===== src/rtl/gecko_mem_arbiter_pkg.sv =====
// Shared types for the gecko memory arbiter: request source tag and
// default in-flight depth.
package gecko_mem_arbiter_pkg;

    typedef enum logic {
        INST = 1'b0,
        DATA = 1'b1
    } gecko_mem_source_t;

    localparam int GECKO_MEM_MAX_OUTSTANDING = 4;

    function automatic int gecko_ptr_width(input int depth);
        return (depth > 1) ? $clog2(depth) : 1;
    endfunction

endpackage


===== src/rtl/std_mem_intf.sv =====
// Generic valid/ready memory channel used for requests and results.
// The "in" side consumes a channel, the "out" side produces it.
interface std_mem_intf #(
    parameter int ADDR_WIDTH = 32,
    parameter int DATA_WIDTH = 32
);
    logic                  valid;
    logic                  ready;
    logic                  write_enable;
    logic                  read_enable;
    logic [ADDR_WIDTH-1:0] addr;
    logic [DATA_WIDTH-1:0] data;

    modport in (
        input  valid, write_enable, read_enable, addr, data,
        output ready
    );

    modport out (
        output valid, write_enable, read_enable, addr, data,
        input  ready
    );
endinterface


===== src/rtl/gecko_mem_tag_fifo.sv =====
// In-order FIFO of request source tags; count is kept separately so
// full/empty stay unambiguous for any depth.
import gecko_mem_arbiter_pkg::*;

module gecko_mem_tag_fifo #(
    parameter int  DEPTH = GECKO_MEM_MAX_OUTSTANDING,
    localparam int PW    = gecko_ptr_width(DEPTH),
    localparam int CW    = $clog2(DEPTH + 1)
) (
    input  logic              clk,
    input  logic              rst,
    input  logic              push,
    input  gecko_mem_source_t push_tag,
    input  logic              pop,
    output gecko_mem_source_t head_tag,
    output logic              full,
    output logic              empty,
    output logic [CW-1:0]     count
);
    gecko_mem_source_t tags [DEPTH];
    logic [PW-1:0]     wr_ptr;
    logic [PW-1:0]     rd_ptr;
    logic [CW-1:0]     cnt;
    logic              do_push;
    logic              do_pop;

    function automatic logic [PW-1:0] next_ptr(input logic [PW-1:0] p);
        return (p == PW'(DEPTH - 1)) ? '0 : p + 1'b1;
    endfunction

    assign full     = (cnt == CW'(DEPTH));
    assign empty    = (cnt == '0);
    assign count    = cnt;
    assign head_tag = tags[rd_ptr];
    assign do_push  = push && !full;
    assign do_pop   = pop && !empty;

    always_ff @(posedge clk) begin
        if (do_push) begin
            tags[wr_ptr] <= push_tag;
        end
    end

    always_ff @(posedge clk or posedge rst) begin
        if (rst) begin
            wr_ptr <= '0;
            rd_ptr <= '0;
            cnt    <= '0;
        end else begin
            if (do_push) begin
                wr_ptr <= next_ptr(wr_ptr);
            end
            if (do_pop) begin
                rd_ptr <= next_ptr(rd_ptr);
            end
            unique case ({do_push, do_pop})
                2'b10:   cnt <= cnt + 1'b1;
                2'b01:   cnt <= cnt - 1'b1;
                default: cnt <= cnt;
            endcase
        end
    end

endmodule


===== src/rtl/gecko_mem_arbiter.sv =====
// Round-robin share of one memory port between fetch and data ports;
// results are steered back in order by the source-tag FIFO.
import gecko_mem_arbiter_pkg::*;

module gecko_mem_arbiter #(
    parameter int  ADDR_WIDTH      = 32,
    parameter int  DATA_WIDTH      = 32,
    parameter int  MAX_OUTSTANDING = GECKO_MEM_MAX_OUTSTANDING,
    localparam int CW              = $clog2(MAX_OUTSTANDING + 1)
) (
    input  logic          clk,
    input  logic          rst,
    std_mem_intf.in       inst_request,
    std_mem_intf.out      inst_result,
    std_mem_intf.in       data_request,
    std_mem_intf.out      data_result,
    std_mem_intf.out      mem_request,
    std_mem_intf.in       mem_result,
    output logic [CW-1:0] outstanding,
    output logic          spurious_flag
);
    gecko_mem_source_t     last_grant;
    gecko_mem_source_t     lock_src;
    gecko_mem_source_t     arb_src;
    gecko_mem_source_t     sel;
    gecko_mem_source_t     owner;
    logic                  lock_q;
    logic                  sel_valid;
    logic                  req_fire;
    logic                  res_live;
    logic                  res_fire;
    logic                  fifo_full;
    logic                  fifo_empty;
    logic [ADDR_WIDTH-1:0] sel_addr;
    logic [DATA_WIDTH-1:0] sel_data;

    always_comb begin
        arb_src = INST;
        unique case ({inst_request.valid, data_request.valid})
            2'b11:   arb_src = (last_grant == DATA) ? INST : DATA;
            2'b01:   arb_src = DATA;
            default: arb_src = INST;
        endcase
    end

    // A stalled request keeps its source until memory takes it.
    assign sel = lock_q ? lock_src : arb_src;

    always_comb begin
        sel_valid = inst_request.valid;
        sel_addr  = inst_request.addr;
        sel_data  = inst_request.data;
        mem_request.write_enable = inst_request.write_enable;
        mem_request.read_enable  = inst_request.read_enable;
        if (sel == DATA) begin
            sel_valid = data_request.valid;
            sel_addr  = data_request.addr;
            sel_data  = data_request.data;
            mem_request.write_enable = data_request.write_enable;
            mem_request.read_enable  = data_request.read_enable;
        end
    end

    assign mem_request.valid = sel_valid && !fifo_full && !rst;
    assign mem_request.addr  = sel_addr;
    assign mem_request.data  = sel_data;
    assign req_fire          = mem_request.valid && mem_request.ready;

    assign inst_request.ready = req_fire && (sel == INST);
    assign data_request.ready = req_fire && (sel == DATA);

    assign res_live = !fifo_empty && !rst;

    assign inst_result.valid = res_live && (owner == INST) && mem_result.valid;
    assign data_result.valid = res_live && (owner == DATA) && mem_result.valid;
    assign inst_result.data  = mem_result.data;
    assign data_result.data  = mem_result.data;
    assign inst_result.addr  = '0;
    assign data_result.addr  = '0;
    assign inst_result.write_enable = 1'b0;
    assign inst_result.read_enable  = 1'b0;
    assign data_result.write_enable = 1'b0;
    assign data_result.read_enable  = 1'b0;

    assign mem_result.ready = res_live &&
        ((owner == DATA) ? data_result.ready : inst_result.ready);
    assign res_fire = mem_result.valid && mem_result.ready;

    always_ff @(posedge clk or posedge rst) begin
        if (rst) begin
            lock_q        <= 1'b0;
            lock_src      <= DATA;
            last_grant    <= DATA;
            spurious_flag <= 1'b0;
        end else begin
            lock_q <= mem_request.valid && !mem_request.ready;
            if (mem_request.valid) begin
                lock_src <= sel;
            end
            if (req_fire) begin
                last_grant <= sel;
            end
            if (mem_result.valid && fifo_empty) begin
                spurious_flag <= 1'b1;
            end
        end
    end

    gecko_mem_tag_fifo #(
        .DEPTH (MAX_OUTSTANDING)
    ) u_tag_fifo (
        .clk      (clk),
        .rst      (rst),
        .push     (req_fire),
        .push_tag (sel),
        .pop      (res_fire),
        .head_tag (owner),
        .full     (fifo_full),
        .empty    (fifo_empty),
        .count    (outstanding)
    );

endmodule


===== src/flat_wrapper.sv =====
// flat-port wrapper written by rule: the top's interface ports become plain ports
module gecko_mem_arbiter_flat 
#(
    parameter int  ADDR_WIDTH      = 32,
    parameter int  DATA_WIDTH      = 32,
    parameter int  MAX_OUTSTANDING = GECKO_MEM_MAX_OUTSTANDING,
    localparam int CW              = $clog2(MAX_OUTSTANDING + 1)
)
  (clk, rst, outstanding, spurious_flag, inst_request_valid, inst_request_write_enable, inst_request_read_enable, inst_request_addr, inst_request_data, inst_request_ready, inst_result_valid, inst_result_write_enable, inst_result_read_enable, inst_result_addr, inst_result_data, inst_result_ready, data_request_valid, data_request_write_enable, data_request_read_enable, data_request_addr, data_request_data, data_request_ready, data_result_valid, data_result_write_enable, data_result_read_enable, data_result_addr, data_result_data, data_result_ready, mem_request_valid, mem_request_write_enable, mem_request_read_enable, mem_request_addr, mem_request_data, mem_request_ready, mem_result_valid, mem_result_write_enable, mem_result_read_enable, mem_result_addr, mem_result_data, mem_result_ready);
  std_mem_intf #(.ADDR_WIDTH(ADDR_WIDTH), .DATA_WIDTH(DATA_WIDTH)) inst_request_i ();
  std_mem_intf #(.ADDR_WIDTH(ADDR_WIDTH), .DATA_WIDTH(DATA_WIDTH)) inst_result_i ();
  std_mem_intf #(.ADDR_WIDTH(ADDR_WIDTH), .DATA_WIDTH(DATA_WIDTH)) data_request_i ();
  std_mem_intf #(.ADDR_WIDTH(ADDR_WIDTH), .DATA_WIDTH(DATA_WIDTH)) data_result_i ();
  std_mem_intf #(.ADDR_WIDTH(ADDR_WIDTH), .DATA_WIDTH(DATA_WIDTH)) mem_request_i ();
  std_mem_intf #(.ADDR_WIDTH(ADDR_WIDTH), .DATA_WIDTH(DATA_WIDTH)) mem_result_i ();
  input  logic clk;
  input  logic rst;
  output logic [CW-1:0] outstanding;
  output logic spurious_flag;
  input wire logic [$bits(inst_request_i.valid)-1:0] inst_request_valid;
  input wire logic [$bits(inst_request_i.write_enable)-1:0] inst_request_write_enable;
  input wire logic [$bits(inst_request_i.read_enable)-1:0] inst_request_read_enable;
  input wire logic [$bits(inst_request_i.addr)-1:0] inst_request_addr;
  input wire logic [$bits(inst_request_i.data)-1:0] inst_request_data;
  output wire logic [$bits(inst_request_i.ready)-1:0] inst_request_ready;
  output wire logic [$bits(inst_result_i.valid)-1:0] inst_result_valid;
  output wire logic [$bits(inst_result_i.write_enable)-1:0] inst_result_write_enable;
  output wire logic [$bits(inst_result_i.read_enable)-1:0] inst_result_read_enable;
  output wire logic [$bits(inst_result_i.addr)-1:0] inst_result_addr;
  output wire logic [$bits(inst_result_i.data)-1:0] inst_result_data;
  input wire logic [$bits(inst_result_i.ready)-1:0] inst_result_ready;
  input wire logic [$bits(data_request_i.valid)-1:0] data_request_valid;
  input wire logic [$bits(data_request_i.write_enable)-1:0] data_request_write_enable;
  input wire logic [$bits(data_request_i.read_enable)-1:0] data_request_read_enable;
  input wire logic [$bits(data_request_i.addr)-1:0] data_request_addr;
  input wire logic [$bits(data_request_i.data)-1:0] data_request_data;
  output wire logic [$bits(data_request_i.ready)-1:0] data_request_ready;
  output wire logic [$bits(data_result_i.valid)-1:0] data_result_valid;
  output wire logic [$bits(data_result_i.write_enable)-1:0] data_result_write_enable;
  output wire logic [$bits(data_result_i.read_enable)-1:0] data_result_read_enable;
  output wire logic [$bits(data_result_i.addr)-1:0] data_result_addr;
  output wire logic [$bits(data_result_i.data)-1:0] data_result_data;
  input wire logic [$bits(data_result_i.ready)-1:0] data_result_ready;
  output wire logic [$bits(mem_request_i.valid)-1:0] mem_request_valid;
  output wire logic [$bits(mem_request_i.write_enable)-1:0] mem_request_write_enable;
  output wire logic [$bits(mem_request_i.read_enable)-1:0] mem_request_read_enable;
  output wire logic [$bits(mem_request_i.addr)-1:0] mem_request_addr;
  output wire logic [$bits(mem_request_i.data)-1:0] mem_request_data;
  input wire logic [$bits(mem_request_i.ready)-1:0] mem_request_ready;
  input wire logic [$bits(mem_result_i.valid)-1:0] mem_result_valid;
  input wire logic [$bits(mem_result_i.write_enable)-1:0] mem_result_write_enable;
  input wire logic [$bits(mem_result_i.read_enable)-1:0] mem_result_read_enable;
  input wire logic [$bits(mem_result_i.addr)-1:0] mem_result_addr;
  input wire logic [$bits(mem_result_i.data)-1:0] mem_result_data;
  output wire logic [$bits(mem_result_i.ready)-1:0] mem_result_ready;
  assign inst_request_i.valid = inst_request_valid;
  assign inst_request_i.write_enable = inst_request_write_enable;
  assign inst_request_i.read_enable = inst_request_read_enable;
  assign inst_request_i.addr = inst_request_addr;
  assign inst_request_i.data = inst_request_data;
  assign inst_request_ready = inst_request_i.ready;
  assign inst_result_valid = inst_result_i.valid;
  assign inst_result_write_enable = inst_result_i.write_enable;
  assign inst_result_read_enable = inst_result_i.read_enable;
  assign inst_result_addr = inst_result_i.addr;
  assign inst_result_data = inst_result_i.data;
  assign inst_result_i.ready = inst_result_ready;
  assign data_request_i.valid = data_request_valid;
  assign data_request_i.write_enable = data_request_write_enable;
  assign data_request_i.read_enable = data_request_read_enable;
  assign data_request_i.addr = data_request_addr;
  assign data_request_i.data = data_request_data;
  assign data_request_ready = data_request_i.ready;
  assign data_result_valid = data_result_i.valid;
  assign data_result_write_enable = data_result_i.write_enable;
  assign data_result_read_enable = data_result_i.read_enable;
  assign data_result_addr = data_result_i.addr;
  assign data_result_data = data_result_i.data;
  assign data_result_i.ready = data_result_ready;
  assign mem_request_valid = mem_request_i.valid;
  assign mem_request_write_enable = mem_request_i.write_enable;
  assign mem_request_read_enable = mem_request_i.read_enable;
  assign mem_request_addr = mem_request_i.addr;
  assign mem_request_data = mem_request_i.data;
  assign mem_request_i.ready = mem_request_ready;
  assign mem_result_i.valid = mem_result_valid;
  assign mem_result_i.write_enable = mem_result_write_enable;
  assign mem_result_i.read_enable = mem_result_read_enable;
  assign mem_result_i.addr = mem_result_addr;
  assign mem_result_i.data = mem_result_data;
  assign mem_result_ready = mem_result_i.ready;
  gecko_mem_arbiter #(.ADDR_WIDTH(ADDR_WIDTH), .DATA_WIDTH(DATA_WIDTH), .MAX_OUTSTANDING(MAX_OUTSTANDING)) u_core (.clk(clk), .rst(rst), .inst_request(inst_request_i), .inst_result(inst_result_i), .data_request(data_request_i), .data_result(data_result_i), .mem_request(mem_request_i), .mem_result(mem_result_i), .outstanding(outstanding), .spurious_flag(spurious_flag));
endmodule

===== config.mk =====
export PLATFORM = sky130hd
export DESIGN_NAME = gecko_mem_arbiter_flat
export DESIGN_NICKNAME = d
export VERILOG_FILES = /design/src/rtl/gecko_mem_arbiter_pkg.sv /design/src/rtl/std_mem_intf.sv /design/src/rtl/gecko_mem_tag_fifo.sv /design/src/rtl/gecko_mem_arbiter.sv /design/src/flat_wrapper.sv
export SDC_FILE = /design/constraint.sdc
export NUM_CORES = 1
export LEC_CHECK = 0
export ABC_AREA = 1
export CAP_MARGIN = 30
export CORE_AREA = 2 2 160 162
export DETAILED_ROUTE_END_ITERATION = 10
export DIE_AREA = 0 0 162 164
export DONT_BUFFER_PORTS = 1
export PLACE_DENSITY_LB_ADDON = 0.1
export SLEW_MARGIN = 10
export SYNTH_ARGS = -nofsm -noshare
export SYNTH_HDL_FRONTEND = slang
export SYNTH_SLANG_ARGS = --single-unit

===== constraint.sdc =====
create_clock -name clk -period 4.06 [get_ports clk]
set_clock_uncertainty 0.2 [all_clocks]
set_input_delay 0.812 -clock clk [delete_from_list [all_inputs] [get_ports clk]]
set_output_delay 0.812 -clock clk [all_outputs]
set_load 0.1 [all_outputs]

; Word-level counts from Yosys, hierarchy flattened
; Memory sizes are Yosys's and may differ from the RTL's.
; Index checks and enable logic that the tools add are counted.
[totals]
ff_bits = 11
mem_bits_rw = 4
input_bits = 206
wordCells = 57
mem_count = 1
[op_classes]
add_sub_neg = 4
eq_ne = 7
n_mux = 14
n_bitwise = 2
reduce_logical = 22
[memory_table]
columns = name, words, width, read_ports, rd_ports_with_merged_regs, wr, line_no
row1 = u_core.u_tag_fifo.tags, 4, 1, 1, 0, 1, gecko_mem_tag_fifo.sv:20  ; gecko_mem_source_t tags [DEPTH];
[ops]
columns = op, n
row1 = $mux 32, 2
row2 = $logic_and 1x1->1, 16
row3 = $eq 2x2->1 const B, 4
row4 = $mux 1, 8
row5 = $pmux 3 s2, 1
row6 = $add 2x1->2 const B, 2
row7 = $eq 2x1->1 const B, 2
row8 = $logic_not 1->1, 4
row9 = $mux 2, 2
row10 = $add 3x1->3 const B, 1
row11 = $eq 3x3->1 const B, 1
row12 = $logic_not 3->1, 1
row13 = $sub 3x1->3 const B, 1
row14 = $not 1->1, 2
row15 = $pmux 1 s2, 1
row16 = $reduce_bool 2->1, 1

; Longest topological paths before layout
[logic_depth]
word_depth = 10
mapped_depth = 13
mapped_depth_nobuf = 13

; Hierarchy
; From an unflattened synthesis, not the netlist that was laid out.
[unflattened]
hier_cells = 463
area_unflattened_um2 = 2846.5
[modules_own_cells]
columns = module, n_inst, cells_each, area_per_inst_um2, seq_area_each_um2
row1 = gecko_mem_arbiter, 1, 390, 2197.1, 102.6
row2 = gecko_mem_tag_fifo, 1, 73, 649.4, 295.3

; Worst setup path after synthesis
; Ideal clock, no wire load.
[synth_timing]
path_kind = register to output
start = register u_core.u_tag_fifo.cnt[2], in the netlist u_core.u_tag_fifo.count[2]
end = output port inst_result_valid
t_arrival_ns = 3.544
required_ns = 3.048
setup_slack_ns = -0.496
path_stages_with_launch = 5
n_path_buf = 0
path_cell_list = dfrtp_1 -> inv_1 -> a21oi_1 -> inv_1 -> nor3_1
[synth_between]
elab_chain_len = 5
[synth_lines]
columns = item, line_no
row1 = from (decl), gecko_mem_tag_fifo.sv:23  ; logic [CW-1:0] cnt;
row2 = from (signal assigned), gecko_mem_tag_fifo.sv:57  ; 2'b10: cnt <= cnt + 1'b1;
row3 = from (signal assigned), gecko_mem_tag_fifo.sv:58  ; 2'b01: cnt <= cnt - 1'b1;
row4 = from (signal assigned), gecko_mem_tag_fifo.sv:59  ; default: cnt <= cnt;
row5 = $logic_not 3->1, gecko_mem_tag_fifo.sv:32  ; assign empty = (cnt == '0);
row6 = $logic_not 1->1, gecko_mem_arbiter.sv:72  ; assign res_live = !fifo_empty && !rst;
row7 = $logic_and 1x1->1, gecko_mem_arbiter.sv:72
row8 = $logic_and 1x1->1 (2 in a row), gecko_mem_arbiter.sv:74  ; assign inst_result.valid = res_live && (owner == INST) && mem_result.valid;
row9 = to (decl), flat_wrapper.sv:26  ; output wire logic [$bits(inst_result_i.valid)-1:0] inst_result_valid;
; Every way passes these cells.

; Final worst setup path
[layout_timing]
start = input port inst_request_valid
end = output port mem_request_addr[6]
[layout_between]
elab_chain_len = 4
elab_cells_between_ends = 5
cone_classes = 2 x eq/ne / 3 x mux
[layout_lines]
columns = item, line_no
row1 = from (decl), flat_wrapper.sv:20  ; input wire logic [$bits(inst_request_i.valid)-1:0] inst_request_valid;
row2 = $eq 2x1->1 / $eq 2x2->1 (equally long branches), gecko_mem_arbiter.sv:39  ; unique case ({inst_request.valid, data_request.valid})
row3 = $pmux 1 s2 *, gecko_mem_arbiter.sv:39
row4 = $mux 1 *, gecko_mem_arbiter.sv:47  ; assign sel = lock_q ? lock_src : arb_src;
row5 = $mux 32 *, gecko_mem_arbiter.sv:55  ; if (sel == DATA) begin
row6 = to (decl), flat_wrapper.sv:47  ; output wire logic [$bits(mem_request_i.addr)-1:0] mem_request_addr;
; Every way passes the cells marked *; elsewhere a longest branch is shown, timed or not.

==> reports/qor.csv <==
metric;value;unit
Cell variety after synth;26;
DRT Wirelength;10900;µm
Synth Warn #;0;
EDFF count, synth;4;
number of global-route vias before repair;2283;
min cycle time layout;3270;ps
Sw Pwr;0.00246;W
Setup Fix Bufs, Post-CTS;0;
ant diodes;0;
Setup crit end kind;primary output;
die area;0.0266;mm²
kind of critical path;in -> out;
hold buffer count at CTS;0;
Post-Place Cells;785;
sequential share of power;0.073;
CTS Root Cell;clkbuf_16;
ANT nets after route;0;
Post-synth ARST share;0.733;
Int Power;0.00120;W
Avg Inst Size Synth;5.98;µm²
Yosys reg bits;15;
synthesized instance count;456;
Area Growth Syn to Fin;41.9;%
CTS Sinks;15;
# resized after CTS;0;
wire per inst;13.9;µm
commonest non-fill, non-tap cell in the layout;nand2_1;
P_leak;2.01;nW
Critical Path AT;2260;ps
chip height;164;µm
Combinational Power Share;0.874;
Setup TNS;0;ps
largest net degree at the start of global routing;57;
Layout Cells excl Fill;789;
sw frac;0.673;
global-route wire length before repair;14800;µm
crit-path max cell delay;340;ps
CP top delay family;buffers and inverters;
worst relative slew slack;0.404;
Power Density;946;mW/mm²
status;finished, final reports clean;
Final Hold Vio Count;0;
buffers plus inverters on the worst setup path;3;
DP Wirelength;9980;µm
Max Clk Rate;305;MHz
final setup fails;0;
sequential area share after synthesis;0.146;
clock transition at the registers of the reported paths;50;ps
Worst EP required;3050;ps
Slew @ Worst Pin;893;ps
mapped cell area;0.00273;mm²
Tcrit/Tclk final;0.806;
Hold Crit Class;reg -> reg;
clock latency on the worst-skew pair;250;ps
clock group share of total power;0.053;
core box area;0.0248;mm²
row cnt;58;
Die Wd;162;µm
initial drt markers;47;
vias per cell;3.05;
Remaining DRCs;0;
CP max FO;56;
via count;2407;
GRT overflow;0;
gp weighted congestion;0.724;
RSZ-0062 raised after global routing;no;
critical path's slowest cell;inv_2;
initial antenna violation count;0;
CP Cell Sequence;nand2_1, nand3_2, nand2_4, inv_2, buf_12, nand2_1, nand2_1, buf_12;
most frequent cells in the layout;nand2_1 (224), conb_1 (68), buf_12 (68), inv_1 (23), nand3_1 (11);
Synth Flop Type;dfrtp_1;
share of layout cells above drive strength 1;0.209;
max cap viols;0;
Port Buffers;0;
fin nets;673;
CTS Buf Count;3;
Critical Path Most Common Cell;nand2_1;
drt pass-1 iters;5;
Initial Util;0.110;
CTS tree;built;
fin. max-slew vios;0;
Peak supply drop;0.484;mV
Max clock buf depth;2;
Overall Global Routing Usage;0.0751;
Worst setup SP type;primary input;
H-Tree Depth;1;
Top Ports;414;
## stage by stage
stage          utilization  total power [W]  instance area, µm²  hold WS (ps)  setup WS, ps
4_1_cts              0.156          0.00371                3870           267           723
3_5_place_dp         0.153          0.00351                3790           261           723
2_1_floorplan            -          0.00282                2990           243          85.2
6_report             0.156          0.00366                3870           266           786
3_3_place_gp         0.153          0.00350                3790           259           739
5_1_grt              0.156          0.00382                3870           286           611
## power groups by stage
stage / combinational (W) / clock, W / sequential (W)
final: 0.00319 / 0.000193 / 0.000268
after CTS: 0.00324 / 0.000198 / 0.000269
after global placement: 0.00323 / 0 / 0.000269
after global routing: 0.00333 / 0.000208 / 0.000278
after detailed placement: 0.00324 / 0 / 0.000271
after floorplan: 0.00244 / 0 / 0.000380
## metal layers
| layer | share of wire | global-route usage | vias up |
|---|---|---|---|
| met5 | 0 | 0 | - |
| met2 | 0.54 | 0.141 | 170 |
| met1 | 0.31 | 0.0731 | 1053 |
| li1 | - | - | 1170 |
| met4 | 0.015 | 0.0157 | 0 |
| met3 | 0.13 | 0.0402 | 14 |
## logic make-up after synthesis
kind of cell	after synthesis	share of synthesized area
buffers and inverters	171	0.425
XOR/XNOR	2	0.00643
adder cells (fa/ha/maj)	7	0.0349
AND/OR/NAND/NOR	251	0.361
other	1	0.00138
flip-flops	15	0.146
AO/OA/AOI/OAI	9	0.0248
## final timing paths
path	startpoint	to	slack, ps	cells after the start
max	inst_request_valid	mem_request_addr[6]	790	8
min	u_core.last_grant$_DFFE_PP1N_	u_core.last_grant$_DFFE_PP1N_	270	2
max reg2reg	u_core.last_grant$_DFFE_PP1N_	u_core.u_tag_fifo.count[2]$_DFFE_PP0P_	1250	12
min reg2reg	u_core.last_grant$_DFFE_PP1N_	u_core.last_grant$_DFFE_PP1N_	270	2
max in group asynchronous	rst	u_core.lock_src$_DFFE_PP1N_	3140	2
min in group asynchronous	rst	u_core.lock_q$_DFF_PP0_	290	2
## Yosys cell counts (2+ instances only)
master | n | area [µm²]
nor2_1 | 9 | 33.8
o21ai_0 | 4 | 20.0
nand2_4 | 2 | 22.5
nor3_1 | 2 | 10.0
buf_2 | 5 | 25.0
edfxtp_1 | 4 | 120
a21oi_1 | 2 | 10.0
buf_4 | 136 | 1020
nand3_1 | 11 | 55.1
dfstp_2 | 2 | 52.6
inv_2 | 2 | 7.51
dfrtp_1 | 9 | 225
inv_1 | 23 | 86.3
nand2_1 | 224 | 841
ha_1 | 6 | 75.1
clkbuf_1 | 5 | 18.8
## sequential cells by signal, summed over array words and instances (netlist names)
register,flops
u_core.last_grant,1
u_core.spurious_flag,1
u_core.lock_src,1
u_core.u_tag_fifo.rd_ptr,2
u_core.u_tag_fifo.wr_ptr,2
u_core.lock_q,1
u_core.u_tag_fifo.tags,4
u_core.u_tag_fifo.count,3
## worst reg2reg max path: stages, from the launching register on
cell and delay (ps):
dfstp_2 530, nand2_1 70, nand3_2 70, nand2_4 220
inv_2 350, a21oi_4 110, nand2_4 140, ha_1 160
inv_1 60, fa_1 380, a21oi_1 150, o21ai_0 110
xor2_1 150
## cell type report
cell class	instances	area, µm²
clock buffers	3	75.1
fillers	2886	21000
inverters	25	93.8
clock inverters	1	5.00
repair buffers	78	1440
flip-flops and latches	15	398
multi-input cells	337	1450
well taps	330	413
No activity file was read; power rests on OpenSTA's default activity.
